===== config.mk =====
export PLATFORM = sky130hd
export DESIGN_NAME = xy_router_multi_plane
export DESIGN_NICKNAME = d
export VERILOG_FILES = /design/src/rtl/xy_router_multi_plane.sv
export SDC_FILE = /design/constraint.sdc
export NUM_CORES = 2
export LEC_CHECK = 0
export ABC_AREA = 0
export BUFFER_PORTS_ARGS = -buffer_cell sky130_fd_sc_hd__buf_4
export CELL_PAD_IN_SITES_DETAIL_PLACEMENT = 0
export CELL_PAD_IN_SITES_GLOBAL_PLACEMENT = 2
export CORE_ASPECT_RATIO = 2
export CORE_MARGIN = 2
export CORE_UTILIZATION = 40
export DETAILED_ROUTE_END_ITERATION = 8
export GPL_ROUTABILITY_DRIVEN = 0
export GPL_TIMING_DRIVEN = 0
export PLACE_DENSITY_LB_ADDON = 0.1
export SLEW_MARGIN = 20
export SYNTH_ARGS = -nofsm -noshare
export SYNTH_HDL_FRONTEND = slang
export SYNTH_SLANG_ARGS = --single-unit

===== constraint.sdc =====
create_clock -name clk_i -period 7.15 [get_ports clk_i]
set_clock_uncertainty 0.1 [all_clocks]
set_input_delay 1.43 -clock clk_i [delete_from_list [all_inputs] [get_ports clk_i]]
set_output_delay 1.43 -clock clk_i [all_outputs]
set_load 0.005 [all_outputs]

===== src/rtl/xy_router_multi_plane.sv =====
// Multi-plane 2D-mesh XY router with per-input FIFOs and per-output round-robin arbitration.
// Latency: a flit pushed in cycle N is offered on its output in cycle N+1 when uncontended.
// Backpressure: in_tready_o drops when an input FIFO fills; a stalled output holds its flit and grant.
// Optional: define XY_ROUTER_PMU_EN to enable the per-output 32-bit flit counters on pmu_flits_o.

// Generic synchronous FIFO; the head entry is readable combinationally.
module xy_router_fifo #(
  parameter int W     = 8,
  parameter int DEPTH = 4
) (
  input  logic         clk_i,
  input  logic         rst_i,
  input  logic         push,
  input  logic [W-1:0] push_dat,
  input  logic         pop,
  output logic [W-1:0] head_dat,
  output logic         full,
  output logic         empty
);
  localparam int AW = $clog2(DEPTH);

  logic [W-1:0] mem [DEPTH];
  logic [AW:0]  wr_ptr;
  logic [AW:0]  rd_ptr;

  assign empty    = (wr_ptr == rd_ptr);
  assign full     = (wr_ptr[AW] != rd_ptr[AW]) && (wr_ptr[AW-1:0] == rd_ptr[AW-1:0]);
  assign head_dat = mem[rd_ptr[AW-1:0]];

  // Pointer update; push is refused while full even if a pop happens in the same cycle.
  always_ff @(posedge clk_i or posedge rst_i) begin
    if (rst_i) begin
      wr_ptr <= '0;
      rd_ptr <= '0;
    end else begin
      if (push && !full) wr_ptr <= wr_ptr + (AW+1)'(1);
      if (pop && !empty) rd_ptr <= rd_ptr + (AW+1)'(1);
    end
  end

  // Storage write; contents are don't-care until pointed at, so no reset.
  always_ff @(posedge clk_i) begin
    if (push && !full) mem[wr_ptr[AW-1:0]] <= push_dat;
  end
endmodule

module xy_router_multi_plane #(
  parameter int PLANES          = 2,
  parameter int AXIS_DATA_WIDTH = 32,
  parameter int FIFO_DEPTH      = 4,
  parameter int ROUTER_X        = 0,
  parameter int ROUTER_Y        = 0,
  parameter int MAX_ROUTERS_X   = 4,
  parameter int MAX_ROUTERS_Y   = 4
) (
  input  logic                                clk_i,
  input  logic                                rst_i,
  input  logic [PLANES*5*AXIS_DATA_WIDTH-1:0] in_tdata_i,
  input  logic [PLANES*5-1:0]                 in_tvalid_i,
  input  logic [PLANES*5-1:0]                 in_tlast_i,
  output logic [PLANES*5-1:0]                 in_tready_o,
  output logic [PLANES*5*AXIS_DATA_WIDTH-1:0] out_tdata_o,
  output logic [PLANES*5-1:0]                 out_tvalid_o,
  output logic [PLANES*5-1:0]                 out_tlast_o,
  input  logic [PLANES*5-1:0]                 out_tready_i,
  output logic [PLANES*5*32-1:0]              pmu_flits_o
);
  localparam int D  = AXIS_DATA_WIDTH;
  localparam int XW = ($clog2(MAX_ROUTERS_X) > 1) ? $clog2(MAX_ROUTERS_X) : 1;
  localparam int YW = ($clog2(MAX_ROUTERS_Y) > 1) ? $clog2(MAX_ROUTERS_Y) : 1;
  localparam logic [XW-1:0] RX = XW'(ROUTER_X);
  localparam logic [YW-1:0] RY = YW'(ROUTER_Y);

  localparam logic [2:0] P_HOME  = 3'd0;
  localparam logic [2:0] P_NORTH = 3'd1;
  localparam logic [2:0] P_EAST  = 3'd2;
  localparam logic [2:0] P_SOUTH = 3'd3;
  localparam logic [2:0] P_WEST  = 3'd4;

  typedef enum logic {HEAD, BODY} in_state_t;

  function automatic logic [2:0] rr_next(input logic [2:0] x);
    return (x == 3'd4) ? 3'd0 : x + 3'd1;
  endfunction

  for (genvar p = 0; p < PLANES; p++) begin : g_plane
    logic [D-1:0] head_dat [5];
    logic [2:0]   route_sel [5];
    logic [2:0]   out_sel [5];
    logic [4:0]   head_last;
    logic [4:0]   fifo_full;
    logic [4:0]   fifo_empty;
    logic [4:0]   pop;
    logic [4:0]   xfer;

    // Each transferring output pops the FIFO of the input it currently selects.
    always_comb begin
      pop = '0;
      for (int o = 0; o < 5; o++) begin
        if (xfer[o]) pop[out_sel[o]] = 1'b1;
      end
    end

    for (genvar k = 0; k < 5; k++) begin : g_in
      localparam int I = p*5 + k;
      logic [D:0]    head_word;
      logic [XW-1:0] dx;
      logic [YW-1:0] dy;
      logic [2:0]    route_hdr;
      logic [2:0]    route_q;
      in_state_t     state_q;
      in_state_t     state_d;

      xy_router_fifo #(.W(D+1), .DEPTH(FIFO_DEPTH)) u_fifo (
        .clk_i    (clk_i),
        .rst_i    (rst_i),
        .push     (in_tvalid_i[I] && in_tready_o[I]),
        .push_dat ({in_tlast_i[I], in_tdata_i[I*D +: D]}),
        .pop      (pop[k]),
        .head_dat (head_word),
        .full     (fifo_full[k]),
        .empty    (fifo_empty[k])
      );

      assign in_tready_o[I] = !fifo_full[k] && !rst_i;
      assign head_dat[k]    = head_word[D-1:0];
      assign head_last[k]   = head_word[D];
      assign dx             = head_word[XW-1:0];
      assign dy             = head_word[XW+YW-1:XW];
      assign route_sel[k]   = (state_q == BODY) ? route_q : route_hdr;

      // Dimension-ordered route of the head flit: X first, then Y.
      always_comb begin
        route_hdr = P_HOME;
        if (dx > RX)      route_hdr = P_EAST;
        else if (dx < RX) route_hdr = P_WEST;
        else if (dy > RY) route_hdr = P_SOUTH;
        else if (dy < RY) route_hdr = P_NORTH;
      end

      // Packet-position state register.
      always_ff @(posedge clk_i or posedge rst_i) begin
        if (rst_i) state_q <= HEAD;
        else       state_q <= state_d;
      end

      // Next packet position: a transferred tlast flit ends the packet.
      always_comb begin
        state_d = state_q;
        if (pop[k]) state_d = head_last[k] ? HEAD : BODY;
      end

      // Latch the header's route so body flits follow it.
      always_ff @(posedge clk_i or posedge rst_i) begin
        if (rst_i)                         route_q <= P_HOME;
        else if (pop[k] && state_q == HEAD) route_q <= route_hdr;
      end
    end

    for (genvar o = 0; o < 5; o++) begin : g_out
      localparam int O = p*5 + o;
      logic [4:0] req;
      logic       lock_q;
      logic [2:0] idx_q;
      logic [2:0] ptr_q;
      logic [2:0] pick;
      logic       pick_vld;
      logic [3:0] cand;
      logic       vld;

      // Requests from inputs whose current route targets this output.
      always_comb begin
        req = '0;
        for (int k = 0; k < 5; k++) req[k] = !fifo_empty[k] && (route_sel[k] == 3'(o));
      end

      // Round-robin pick: scan downward so the requester nearest the pointer wins.
      always_comb begin
        pick     = '0;
        pick_vld = 1'b0;
        cand     = '0;
        for (int i = 4; i >= 0; i--) begin
          cand = {1'b0, ptr_q} + 4'(i);
          if (cand > 4'd4) cand = cand - 4'd5;
          if (req[cand[2:0]]) begin
            pick     = cand[2:0];
            pick_vld = 1'b1;
          end
        end
      end

      assign out_sel[o] = lock_q ? idx_q : pick;
      assign vld        = (lock_q || pick_vld) && !fifo_empty[out_sel[o]];
      assign xfer[o]    = vld && out_tready_i[O];

      assign out_tvalid_o[O]        = vld;
      assign out_tlast_o[O]         = vld && head_last[out_sel[o]];
      assign out_tdata_o[O*D +: D]  = vld ? head_dat[out_sel[o]] : '0;

      // Grant is taken as soon as a header is offered (keeps a stalled flit stable)
      // and released on the tlast transfer, advancing the pointer past the winner.
      always_ff @(posedge clk_i or posedge rst_i) begin
        if (rst_i) begin
          lock_q <= 1'b0;
          idx_q  <= '0;
          ptr_q  <= '0;
        end else if (lock_q) begin
          if (xfer[o] && head_last[idx_q]) begin
            lock_q <= 1'b0;
            ptr_q  <= rr_next(idx_q);
          end
        end else if (pick_vld) begin
          if (xfer[o] && head_last[pick]) begin
            ptr_q <= rr_next(pick);
          end else begin
            lock_q <= 1'b1;
            idx_q  <= pick;
          end
        end
      end

`ifdef XY_ROUTER_PMU_EN
      logic [31:0] cnt_q;
      // Free-running transfer counter, wraps naturally at 2^32.
      always_ff @(posedge clk_i or posedge rst_i) begin
        if (rst_i)        cnt_q <= '0;
        else if (xfer[o]) cnt_q <= cnt_q + 32'd1;
      end
      assign pmu_flits_o[O*32 +: 32] = cnt_q;
`endif
    end
  end

`ifndef XY_ROUTER_PMU_EN
  assign pmu_flits_o = '0;
`endif
endmodule


# Word level (Yosys, flattened, before mapping)
# Memory sizes are Yosys's and may differ from the RTL's.
# Cells that the tools add are included.
[word_totals]
mem_bits_ro = 0
inputBits = 352
elab_cells = 1399
latchBits = 0
output_inout_bits = 670
memories = 10
ramBits = 1320
register_bits = 170
[classes]
n_mux = 590
bitwise = 48
eq_ne = 100
n_addsub = 130
n_div = 0
order_cmp = 190
multipliers = 0
shifts = 0
reduce_logical = 261
[mem_list]
columns = ["memory", "depth", "width", "read_ports", "rd_ports_with_merged_regs", "write_ports", "line", "text"]
rows = [
  ["g_plane[0].g_in[0].u_fifo.mem", 4, 33, 1, 0, 1, "22", "logic [W-1:0] mem [DEPTH];"],
  ["g_plane[0].g_in[1].u_fifo.mem", 4, 33, 1, 0, 1, "22", ""],
  ["g_plane[0].g_in[2].u_fifo.mem", 4, 33, 1, 0, 1, "22", ""],
  ["g_plane[0].g_in[3].u_fifo.mem", 4, 33, 1, 0, 1, "22", ""],
  ["g_plane[0].g_in[4].u_fifo.mem", 4, 33, 1, 0, 1, "22", ""],
  ["g_plane[1].g_in[0].u_fifo.mem", 4, 33, 1, 0, 1, "22", ""],
  ["+4 memories", "n/a", "n/a", "n/a", "n/a", "n/a", "n/a", ""],
]
[ops]
columns = ["operator", "count"]
rows = [
  ["32-bit binary-select mux with 3-bit select", 10],
  ["32-bit two-way mux", 30],
  ["3-bit two-way mux", 201],
  ["3-bit by 4-bit less-than comparator with 1-bit output, second input constant", 80],
  ["1-bit binary-select mux with 3-bit select", 90],
  ["1-bit two-way mux", 230],
  ["1-bit logical AND", 170],
  ["4-bit by 3-bit greater-than comparator with 1-bit output, second input constant", 40],
  ["3-bit subtractor, second input constant", 50],
  ["3-bit by 1-bit adder with 3-bit output, second input constant", 40],
  ["3-bit == test, second input constant", 30],
  ["3-bit by 2-bit adder with 4-bit output, second input constant", 20],
  ["3-bit by 2-bit == test with 1-bit output, second input constant", 20],
  ["3-bit AND reduction", 20],
  ["5-bit two-way mux", 10],
  ["3-bit by 1-bit adder with 4-bit output, second input constant", 10],
  ["3-bit by 3-bit adder with 4-bit output, second input constant", 10],
  ["4-bit >= comparator, second input constant", 10],
  ["2-bit by 1-bit greater-than comparator with 1-bit output, second input constant", 20],
  ["2-bit by 1-bit less-than comparator with 1-bit output, second input constant", 20],
  ["3-bit NOT with 4-bit output", 10],
  ["5-bit bitwise OR", 8],
  ["2-bit nonzero test", 20],
  ["1-bit zero test", 31],
  ["other kinds (12)", 139],
]

# Depth between registers and ports, before layout
# An unclocked memory read counts as a cell.
[logic_depth]
depth_word = 32
ltp_mapped = 22
depth_no_buf = 16

# By module
# A second synthesis with hierarchy kept.
[unflattened]
cells_unflattened = 6586
area_unflattened_um2 = 82907.0
[modules_own_cells]
columns = ["mod", "area_per_inst_um2", "instances", "cells_each", "seq_area_each_um2"]
rows = [
  ["xy_router_fifo", 5287.6, 10, 222, 4113.9],
  ["xy_router_multi_plane", 30031.3, 1, 4366, 2202.1],
]

# Worst setup path before layout
# No wires, ideal clock.
[synth_path]
path_kind = "input-to-output"
startpoint = "input port rst_i"
endpoint = "output port in_tready_o[1]"
slack_ps = 511
stages = 3
arrival_time_ps = 5109
path_cell_list = "clkbuf_1 > inv_1 > o21a_1"
[synth_via]
elab_chain_cells = 2
[synth_lines]
columns = ["element", "line", "text"]
rows = [
  ["start: declaration", "57", "input logic rst_i,"],
  ["1-bit zero test (no source line)", "n/a", ""],
  ["1-bit logical AND", "125", "assign in_tready_o[I] = !fifo_full[k] && !rst_i;"],
  ["end: declaration", "61", "output logic [PLANES*5-1:0] in_tready_o,"],
]
# No other way between the ends.

# Final worst setup path
[layout_path]
startpoint = "register g_plane[1].g_in[3].u_fifo.rd_ptr[0]"
endpoint = "output port out_tdata_o[162]"
[layout_via]
elab_chain_cells = 22
[layout_lines]
columns = ["element", "line", "text"]
rows = [
  ["start: declaration", "24", "logic [AW:0] rd_ptr;"],
  ["start signal: assignment", "37", "if (pop && !empty) rd_ptr <= rd_ptr + (AW+1)'(1);"],
  ["memory read 4 x 33 bit", "n/a", ""],
  ["2-bit by 1-bit less-than comparator with 1-bit output", "138", "else if (dy < RY) route_hdr = P_NORTH;"],
  ["1-bit two-way mux", "138", ""],
  ["2-bit two-way mux", "137", "else if (dy > RY) route_hdr = P_SOUTH;"],
  ["3-bit two-way mux", "136", "else if (dx < RX) route_hdr = P_WEST;"],
  ["3-bit two-way mux", "135", "if (dx > RX) route_hdr = P_EAST;"],
  ["3-bit two-way mux", "130", "assign route_sel[k] = (state_q == BODY) ? route_q : route_hdr;"],
  ["3-bit zero test", "174", "for (int k = 0; k < 5; k++) req[k] = !fifo_empty[k] && (route_sel[k] == 3'(o));"],
  ["[2 not listed]", "n/a", ""],
  ["1-bit two-way mux (not written as such)", "185", "if (req[cand[2:0]]) begin"],
  ["3-bit two-way mux (5 in a row)", "185", ""],
  ["3-bit two-way mux", "192", "assign out_sel[o] = lock_q ? idx_q : pick;"],
  ["3-bit NOT with 4-bit output (not written as such) / 1-bit binary-select mux with 3-bit select (equally long branches)", "198, 193", ""],
  ["32-bit binary-select mux with 3-bit select / 1-bit two-way mux (equally long branches)", "198, 193", ""],
  ["32-bit two-way mux (not written as such) / 1-bit zero test (equally long branches)", "198, 193", ""],
  ["32-bit two-way mux (not written as such) / 1-bit logical AND (equally long branches)", "198, 193", ""],
  ["32-bit two-way mux *", "198", "assign out_tdata_o[O*D +: D] = vld ? head_dat[out_sel[o]] : '0;"],
  ["end: declaration", "62", "output logic [PLANES*5*AXIS_DATA_WIDTH-1:0] out_tdata_o,"],
]
# Every way passes the cells marked *; elsewhere a longest branch is shown, timed or not. The select of a mux whose other input is x is not followed.

==> flow_summary.yaml <==
clock_network:
  clock_latency_ns: 0.83
  h-tree-depth: 4
  clk_path_buf_depth: 4
  root_buffer: "clkbuf_16"
  postCtsHoldBufs: 0
  clk_pin_slew_ns: 0.07
  cts_tree: "done"
  cts.sinks: 1468
  numCtsBuffers: 144
route:
  drt_first_pass_iters: 8
  drt_wl_total_um: 385300
  ant_nets: 0
  via_count: 66151
  initialDrtViolationCount: 6986
  wl_per_cell_um: 35.63
  post_drt_via_cell_ratio: 6.118
  drc: 3
finish:
  syn_to_final_growth_pct: 27.26
  n_fill_cell: 18090
  multi_input_area_sq_um: 37950
  layout.area.seq_sq_um: 43350
  layout.cells.most_common_list: "1,320 x edfxtp_1, 1,259 x buf_4, 448 x nand2_1"
  finalInstanceArea_sq_um: 103600
  layout_commonest_cell: "edfxtp_1"
  fin_nets: 8443
  drive_above_1_share_pct: 34.32
global_routing:
  grt_overflow: 0
  grt_pass1_vias: 65941
  grt_pass1_wl_um: 525200
  grt_usage_pct: 36.77
  grt_max_degree: 79
  antenna_found_initial: 66
worst_setup_path:
  crit_fanout: 8
  slowest_delay_ns: 0.67
  slowest_stage: "mux4_2"
  required_ns: 5.62
  path_common_cell: "buf_4"
  crit_chain: "buf_8 -> mux4_2 -> or4_4 -> o31ai_4 -> buf_12 -> buf_4 -> mux2i_1 -> o211a_1 -> nand3b_1 -> a31oi_4 -> nand2_2 -> o21ai_4 -> clkbuf_8 -> a22oi_1 -> o22a_1 -> a311oi_4 -> buf_4"
  path_class: "reg2out"
  end_kind: "primary output"
  critPathLaunchType: "flop"
  worstPathArrival_ns: 5.86
floorplanning:
  die_width_um: 323.0
  pin_count: 1022
  initial_core_util_pct: 40.18
  die_height_um: 642.0
  die_area_sq_um: 207400
  core_area_sq_um: 202600
  fp-row-count: 234
sta:
  slew_violations: 0
  tightest_slew_ns: 1.148
  relSlewSlack_pct: 22.64
  hold_violations: 0
  setup_viol: 52
  setup_slack_ns: -0.2406
  final.setup.tns_ns: -4.169
  hold-worst-slack_ns: 0.3915
  period_share_pct: 103.4
  clock.fmax_mhz: 135.3
  rsz0062_at_grt: "yes"
  min_period_ns: 7.391
logic_synthesis:
  ys_types: 120
  ys.flop_type: "edfxtp_1"
  synthCells: 6512
  synth_edf_count: 1320
  ys_seq_elements: 1468
  ys_seq_area_share_pct: 53.24
  synth_area_per_cell_sq_um: 12.50
  async_reset_ff_share_pct: 10.08
  netlist_area_sq_um: 81400
  yosysWarnings: 0
job:
  maxCapViolCount: 0
outcome:
  violations: "design-rule violations, negative setup slack"
  outcome: "finished with violations"
hold_path:
  hold_class: "reg2reg"
placed_design:
  dpl.hpwl_um: 293600
  dpl_cell_area_sq_um: 92490
  portBuffers: 699
## routing by layer
metal,global-route usage [%],vias up,share of wire [%]
met2,60.89,4018,48
li1,-,27826,-
met1,32.72,32537,29
met5,0.2600,-,0.11
met4,38.05,52,13
met3,14.38,1718,9.9
## critical path, delay by kind of cell (launching register included)
kind | cells | cell delay, ns
AOI/OAI and AO/OA | 7 | 1.96
and+or+nand+nor | 3 | 1.00
buffers and inverters | 5 | 0.93
muxes | 2 | 0.74
DFF | 1 | 0.38
## cell type report
type | instances | area share (%)
flip-flops and latches | 1468 | 41.85
multi-input cells | 4453 | 36.64
repair buffers | 985 | 8.032
plain buffers | 755 | 4.905
clock buffers | 170 | 3.673
well taps | 2714 | 3.278
clock inverters | 80 | 0.9469
inverters | 132 | 0.5435
diodes | 56 | 0.1353
## cell usage after synthesis (all sizes together), types with 29 or more instances
| library cell | count | area [sq um] |
|---|---|---|
| edfxtp | 1320 | 39640 |
| nand2 | 454 | 1712 |
| a21oi | 430 | 2175 |
| buf | 430 | 2947 |
| clkbuf | 348 | 1306 |
| mux4 | 346 | 7792 |
| nor2 | 300 | 1126 |
| mux2i | 264 | 2643 |
| and3 | 216 | 1356 |
| ha | 152 | 1902 |
| o21ai | 149 | 745.7 |
| a22oi | 148 | 1111 |
| dfrtp | 148 | 3704 |
| o22ai | 144 | 907.1 |
| nand3 | 125 | 630.6 |
| inv | 124 | 465.5 |
| nor3 | 113 | 611.8 |
| mux2 | 86 | 968.4 |
| nor2b | 77 | 481.7 |
| xnor2 | 75 | 656.9 |
| o211ai | 66 | 505.5 |
| a211oi | 64 | 485.5 |
| a31oi | 59 | 390.4 |
| nand2b | 55 | 351.6 |
| o221ai | 55 | 481.7 |
| a311oi | 50 | 450.4 |
| xor2 | 46 | 402.9 |
| and2 | 44 | 275.3 |
| o22a | 40 | 350.3 |
| a2111oi | 39 | 361.6 |
| a2bb2oi | 36 | 315.3 |
| o31ai | 33 | 267.8 |
| a21o | 31 | 232.7 |
| or2 | 29 | 181.4 |
## state kept, by name, summed over array words and instances (netlist names)
signal,cells
g_plane.g_out.ptr_q,24
g_plane.g_out.lock_q,10
g_plane.g_in.route_q,20
g_plane.g_in.state_q,10
g_plane.g_in.u_fifo.mem,1320
g_plane.g_out.idx_q,24
g_plane.g_in.u_fifo.rd_ptr,30
g_plane.g_in.u_fifo.wr_ptr,30
## through the flow
| step | setup slack [ns] | util, % | std cells |
|---|---|---|---|
| 5_1_grt | -0.3068 | 51.08 | 10773 |
| 3_5_place_dp | -1.840 | 45.65 | 10298 |
| 6_report | -0.2406 | 51.13 | 10813 |
| 3_3_place_gp | -3.656 | 45.04 | 10244 |
| 4_1_cts | -0.07714 | 50.16 | 10681 |
| 2_1_floorplan | 0.5109 | - | 6831 |
## worst paths after layout
kind / slack (ns) / depth (start not counted) / from / end
hold reg to reg: 0.39 / 1 / g_plane[0].g_in[1].u_fifo.wr_ptr[2]$_DFFE_PP0P_ / g_plane[0].g_in[1].u_fifo.wr_ptr[2]$_DFFE_PP0P_
setup reg to reg: 0.05 / 32 / g_plane[1].g_in[3].u_fifo.rd_ptr[0]$_DFFE_PP0P_ / g_plane[1].g_in[0].u_fifo.rd_ptr[1]$_DFFE_PP0P_
hold / removal: 0.39 / 1 / g_plane[0].g_in[1].u_fifo.wr_ptr[2]$_DFFE_PP0P_ / g_plane[0].g_in[1].u_fifo.wr_ptr[2]$_DFFE_PP0P_
setup / recovery: -0.24 / 17 / g_plane[1].g_in[3].u_fifo.rd_ptr[0]$_DFFE_PP0P_ / out_tdata_o[162]
min in group asynchronous: 0.64 / 2 / rst_i / g_plane[1].g_in[1].u_fifo.wr_ptr[1]$_DFFE_PP0P_
max in group asynchronous: 5.18 / 4 / rst_i / g_plane[1].g_in[4].u_fifo.wr_ptr[0]$_DFFE_PP0P_
## kinds of logic (layout without fill, tap and decap cells)
kind of cell,after synthesis,after routing,share of synthesized area [%]
compound gates,1576,1576,13.38
xor+xnor,123,123,1.360
fa+ha+maj,152,152,2.336
buf+inv,910,2122,5.833
flops,1468,1468,53.24
mux,696,696,14.01
other cells,1,376,0.004607
simple gates,1586,1586,9.832
## timing repair
action / CTS / global route
pin swaps: 88 / 90
gates resized for setup: 760 / 346
buffers inserted: 149 / 79
gates cloned: 3 / 1
setup endpoints to repair: 272 / 281
Power is not shown: default switching activity piles up to over one toggle a cycle in this logic, so the estimate is an artifact.
